File: src/rtl/vector_reg_file.sv
// vector_reg_file: NUM_VREGS x MAX_VL x DATA_W vector register file.
// Two combinational read ports; one streaming write port that fills a
// staging buffer element by element and commits it to the destination
// register in a single COMMIT cycle (tail-undisturbed).
// Optional feature macro: VRF_BYPASS_EN -- forwards staging data to a read
// port addressing the destination register during the COMMIT cycle.

`ifdef VRF_BYPASS_EN
// Per-element read mux: picks staged data over array data when bypassing.
module vrf_rd_lane #(
    parameter int DATA_W = 32
) (
    input  logic              byp,
    input  logic [DATA_W-1:0] arr_elem,
    input  logic [DATA_W-1:0] stg_elem,
    output logic [DATA_W-1:0] rd_elem
);
    assign rd_elem = byp ? stg_elem : arr_elem;
endmodule
`endif

module vector_reg_file #(
    parameter int DATA_W    = 32,
    parameter int NUM_VREGS = 8,
    parameter int MAX_VL    = 8,
    parameter int ADDR_W    = $clog2(NUM_VREGS),
    parameter int VL_W      = $clog2(MAX_VL + 1)
) (
    input  logic                     clk,
    input  logic                     rst,
    input  logic                     wr_start,
    input  logic [ADDR_W-1:0]        wr_vd,
    input  logic [VL_W-1:0]          wr_vl,
    input  logic                     wr_valid,
    input  logic [DATA_W-1:0]        wr_data,
    output logic                     wr_ready,
    input  logic                     wr_abort,
    output logic                     busy,
    output logic                     done,
    input  logic [ADDR_W-1:0]        rd_vs1,
    input  logic [ADDR_W-1:0]        rd_vs2,
    output logic [MAX_VL*DATA_W-1:0] rd_v1_data,
    output logic [MAX_VL*DATA_W-1:0] rd_v2_data
);

    typedef enum logic [1:0] {
        IDLE   = 2'd0,
        FILL   = 2'd1,
        COMMIT = 2'd2
    } state_t;

    localparam logic [VL_W-1:0] MAX_VL_V = VL_W'(MAX_VL);
    localparam logic [VL_W-1:0] ONE_V    = VL_W'(1);

    state_t                                        state_q, state_d;
    logic [ADDR_W-1:0]                             vd_q, vd_d;
    logic [VL_W-1:0]                               vl_q, vl_d;
    logic [VL_W-1:0]                               count_q, count_d;
    logic [MAX_VL-1:0][DATA_W-1:0]                 staging_q, staging_d;
    logic [NUM_VREGS-1:0][MAX_VL-1:0][DATA_W-1:0]  vregs_q, vregs_d;

    logic [VL_W-1:0] eff_vl;

    // Clamp the requested length to the register capacity.
    always_comb begin
        eff_vl = (wr_vl > MAX_VL_V) ? MAX_VL_V : wr_vl;
    end

    // Next-state, staging fill and commit merge.
    always_comb begin
        state_d   = state_q;
        vd_d      = vd_q;
        vl_d      = vl_q;
        count_d   = count_q;
        staging_d = staging_q;
        vregs_d   = vregs_q;
        wr_ready  = 1'b0;
        done      = 1'b0;
        case (state_q)
            IDLE: begin
                if (wr_start) begin
                    vd_d    = wr_vd;
                    vl_d    = eff_vl;
                    count_d = '0;
                    state_d = (eff_vl == '0) ? COMMIT : FILL;
                end
            end
            FILL: begin
                wr_ready = 1'b1;
                // Abort takes priority over a coincident final accept.
                if (wr_abort) begin
                    state_d = IDLE;
                end else if (wr_valid) begin
                    for (int i = 0; i < MAX_VL; i++) begin
                        if (VL_W'(i) == count_q) staging_d[i] = wr_data;
                    end
                    count_d = count_q + ONE_V;
                    if (count_q == vl_q - ONE_V) state_d = COMMIT;
                end
            end
            COMMIT: begin
                done = 1'b1;
                for (int i = 0; i < MAX_VL; i++) begin
                    if (VL_W'(i) < vl_q) vregs_d[vd_q][i] = staging_q[i];
                end
                state_d = IDLE;
            end
            default: state_d = IDLE;
        endcase
    end

    // State and storage registers, cleared asynchronously.
    always_ff @(posedge clk or posedge rst) begin
        if (rst) begin
            state_q   <= IDLE;
            vd_q      <= '0;
            vl_q      <= '0;
            count_q   <= '0;
            staging_q <= '0;
            vregs_q   <= '0;
        end else begin
            state_q   <= state_d;
            vd_q      <= vd_d;
            vl_q      <= vl_d;
            count_q   <= count_d;
            staging_q <= staging_d;
            vregs_q   <= vregs_d;
        end
    end

    assign busy = (state_q != IDLE);

`ifdef VRF_BYPASS_EN
    logic hit1, hit2;
    assign hit1 = (state_q == COMMIT) && (rd_vs1 == vd_q);
    assign hit2 = (state_q == COMMIT) && (rd_vs2 == vd_q);

    // Per-element forwarding of staged data while the commit is in flight.
    for (genvar i = 0; i < MAX_VL; i++) begin : g_byp
        localparam logic [VL_W-1:0] IDX = VL_W'(i);
        vrf_rd_lane #(.DATA_W(DATA_W)) u_rd1 (
            .byp      (hit1 && (IDX < vl_q)),
            .arr_elem (vregs_q[rd_vs1][i]),
            .stg_elem (staging_q[i]),
            .rd_elem  (rd_v1_data[i*DATA_W +: DATA_W])
        );
        vrf_rd_lane #(.DATA_W(DATA_W)) u_rd2 (
            .byp      (hit2 && (IDX < vl_q)),
            .arr_elem (vregs_q[rd_vs2][i]),
            .stg_elem (staging_q[i]),
            .rd_elem  (rd_v2_data[i*DATA_W +: DATA_W])
        );
    end
`else
    assign rd_v1_data = vregs_q[rd_vs1];
    assign rd_v2_data = vregs_q[rd_vs2];
`endif

endmodule

File: config.mk
export PLATFORM = sky130hd
export DESIGN_NAME = vector_reg_file
export DESIGN_NICKNAME = d
export VERILOG_FILES = /design/src/rtl/vector_reg_file.sv
export SDC_FILE = /design/constraint.sdc
export NUM_CORES = 2
export LEC_CHECK = 0
export CORE_MARGIN = 3
export CORE_UTILIZATION = 35
export DETAILED_ROUTE_END_ITERATION = 8
export GPL_ROUTABILITY_DRIVEN = 0
export GPL_TIMING_DRIVEN = 0
export SLEW_MARGIN = 15
export SYNTH_ARGS = -nofsm -noshare
export SYNTH_HDL_FRONTEND = slang
export SYNTH_SLANG_ARGS = --single-unit
File: constraint.sdc
create_clock -name clk -period 127.7 [get_ports clk]
set_clock_uncertainty 0.1 [all_clocks]
set_input_delay 12.77 -clock clk [delete_from_list [all_inputs] [get_ports clk]]
set_output_delay 12.77 -clock clk [all_outputs]
set_load 0.01 [all_outputs]
==> flow_summary.toml <==
[placement]
dp_slack_ns = 98.29
port_buffers = 558
placed_cells = 11911
dp_hpwl_um = 387300

[drt]
vias = 78790
drt_iter0_markers = 10722
wire_per_inst_um = 44.16
final_antenna_net_count = 1
viasPerCell = 6.323
route.detailed.drc = 0
drt-total-wl_um = 550200
dr.pass1.iters = 8

[worst_setup_path]
cp_common_cell = "clkbuf_1"
start_kind = "input pin"
crit_arrival_ns = 16.62
cp-end-kind = "output port"
rrSetupSlack_ns = 123.75
critPathSlowestCell = "buf_2"
critPathMaxFanout = 10
crit_type = "input pin to output port"
cp_slowest_stage_delay_ns = 1.09
cp.required_ns = 114.83
path_cells = "clkbuf_1, clkbuf_1, buf_2, mux4_2, mux2_2, clkdlybuf4s50_1"

[clocking]
cts_root_buf = "clkbuf_16"
cts_tree = "built"
postCtsSetupBuffers = 0
htree_levels = 5
cts_buffer_depth = 4
cts_resized = 0
clock-sinks = 2317
numCtsBuffers = 271
clkLatencyLatePin_ns = 0.93
path_clk_slew_ns = 0.06
cts_hold_buf = 0

[global_routing]
antenna_found_initial = 83
grt_max_degree = 119
grt_first_pass_wirelength_um = 720700
grt_use_total_pct = 31.75
grt_pass1_vias = 77819
overflow = 0

[floorplan]
core_um2 = 331300
die_h_um = 583.7
initial_core_util_pct = 35.25
num_rows = 211
dieArea_um2 = 340700
die_w_um = 583.7
ioPinCount = 565

[sta]
fmax_mhz = 33.91
layout_min_cycle_time_ns = 29.49
relSlewSlack_pct = 5.767
tightest_slew_ns = 1.409
rsz0062_at_grt = "no"
fin_tns_setup_ns = 0
setup_viol = 0
finalCritPeriodShare_pct = 23.09
setup_ws_ns = 98.21
maxSlewViolCount = 0
final_hold_viol_count = 0

[logic_synthesis]
yosysSeqAreaShare_pct = 49.64
ys.flop_type = "dfrtp_1"
yosysMostFrequentCell = "mux2_2"
yosys-top-cells-area = "dfrtp_1 (50%), mux2_2 (26%), mux4_2 (20%), mux2_1 (1.6%), buf_2 (0.94%)"
syn_nets = 6909
syn-instance-count = 6851
synth_edf_count = 0
synth_top_area_share_pct = 49.64
ys_types = 47
synthTopCellsByCount = "mux2_2 (2648), dfrtp_1 (2317), mux4_2 (1024), buf_2 (219), mux2_1 (168)"
synth_area_um2 = 116800
synth-warning-count = 0
avgSynthCellArea_um2 = 17.05
yosys.area.top_type = "dfrtp_1"
synthArstFlopShare_pct = 100.0
ys_ff_latch = 2317

[finish]
area_growth_pct = 20.01
fin_cells = 12461
fin_nets = 7877
fillCellCount = 29500
drive_above_1_share_pct = 59.37

[status]
outcome = "complete, but fails checks"
violations = "antenna violations"

[power]
fin_total_pwr_w = 0.001884
vdd_ir_drop_max_uv = 9.347
powerDensity_nw_per_um2 = 13.44
leakage_nw = 64.46

[run]
max_cap_violations = 0

[hold_path]
hold_class = "register to register"
==> power breakdown <==
| part | internal (W) | switching [W] | total, W |
|---|---|---|---|
| logic | 0.0000997 | 0.000151 | 0.000251 |
| registers | 0.000777 | 0.0000652 | 0.000842 |
| clock network | 0.000461 | 0.000331 | 0.000792 |
==> critical path: cells and delay by family <==
| family | cells | cell delay, ns |
|---|---|---|
| muxes | 2 | 0.99 |
| buffers and inverters | 4 | 2.84 |
==> registers in the layout, indices dropped and copies added, names as in the netlist <==
signal and cells:
count_q 4, staging_q 256, state_q 2, vd_q 3
vl_q 4, vregs_q 2048
==> through the flow <==
stage / area [um2] / hold WS (ns) / util [%]
after global placement: 127800 / 0.3787 / 38.59
after CTS: 139900 / 0.4032 / 42.24
final: 140200 / 0.4043 / 42.30
after detailed placement: 131100 / 0.3903 / 39.58
after global routing: 140000 / 0.4128 / 42.26
after floorplan: 116800 / 0.3697 / -
==> worst paths after layout <==
path / depth (start not counted) / startpoint / endpoint
max: 6 / rd_vs2[0] / rd_v2_data[36]
min: 1 / vregs_q[619] / vregs_q[619]
max reg2reg: 5 / vd_q[0] / vregs_q[1378]
min reg2reg: 1 / vregs_q[619] / vregs_q[619]
max in group asynchronous: 9 / rst / staging_q[77]
min in group asynchronous: 3 / rst / vregs_q[994]
==> cells by family (layout without fill, tap and decap cells) <==
group / after synthesis / count (layout) / synth area share, %
flip-flops: 2317 / 2317 / 49.64
other: 0 / 81 / 0
XOR/XNOR: 5 / 5 / 0.04928
buffers and inverters: 541 / 1704 / 2.295
AND/OR/NAND/NOR: 110 / 110 / 0.7049
AO/OA/AOI/OAI: 30 / 30 / 0.3246
adder cells (fa/ha/maj): 8 / 8 / 0.08571
multiplexers: 3840 / 3840 / 46.90
==> cell usage in the layout (no fill, tap or decap), drive strengths merged, types with 3 or more instances in the layout <==
cell type	Yosys	layout
clkdlybuf4s50	0	527
inv	8	20
bufinv	0	11
nand2	17	17
diode	0	81
dfrtp	2317	2317
mux4	1024	1024
and3	9	9
nor3	43	43
clkinvlp	0	6
nand3b	6	6
or3b	5	5
a211o	9	9
nor2b	3	3
clkinv	0	37
mux2	2816	2816
buf	367	535
or3	3	3
clkbuf	166	568
o21ai	7	7
a21oi	4	4
nand3	6	6
nor3b	3	3
a2111oi	8	8
ha	8	8
==> layer usage <==
metal	GRT usage, %	routed length (um)	vias up
met5	0.4678	600	-
met4	23.12	46360	28
met3	11.62	67330	1422
met2	44.09	229700	5511
met1	40.54	206300	43040
li1	-	-	28789
==> layout make-up <==
| class | count | area (um2) | area share (%) |
|---|---|---|---|
| timing repair buffer | 695 | 8670 | 6.185 |
| clock inverter | 66 | 733.2 | 0.5231 |
| buffer | 533 | 2870 | 2.048 |
| clock buffer | 402 | 8075 | 5.761 |
| antenna | 81 | 202.7 | 0.1446 |
| tap | 4366 | 5463 | 3.897 |
| inverter | 8 | 37.54 | 0.02678 |
| multi-input combinational | 3993 | 56130 | 40.05 |
| sequential | 2317 | 57980 | 41.37 |
Note: power is estimated with default switching activity, not from simulation.
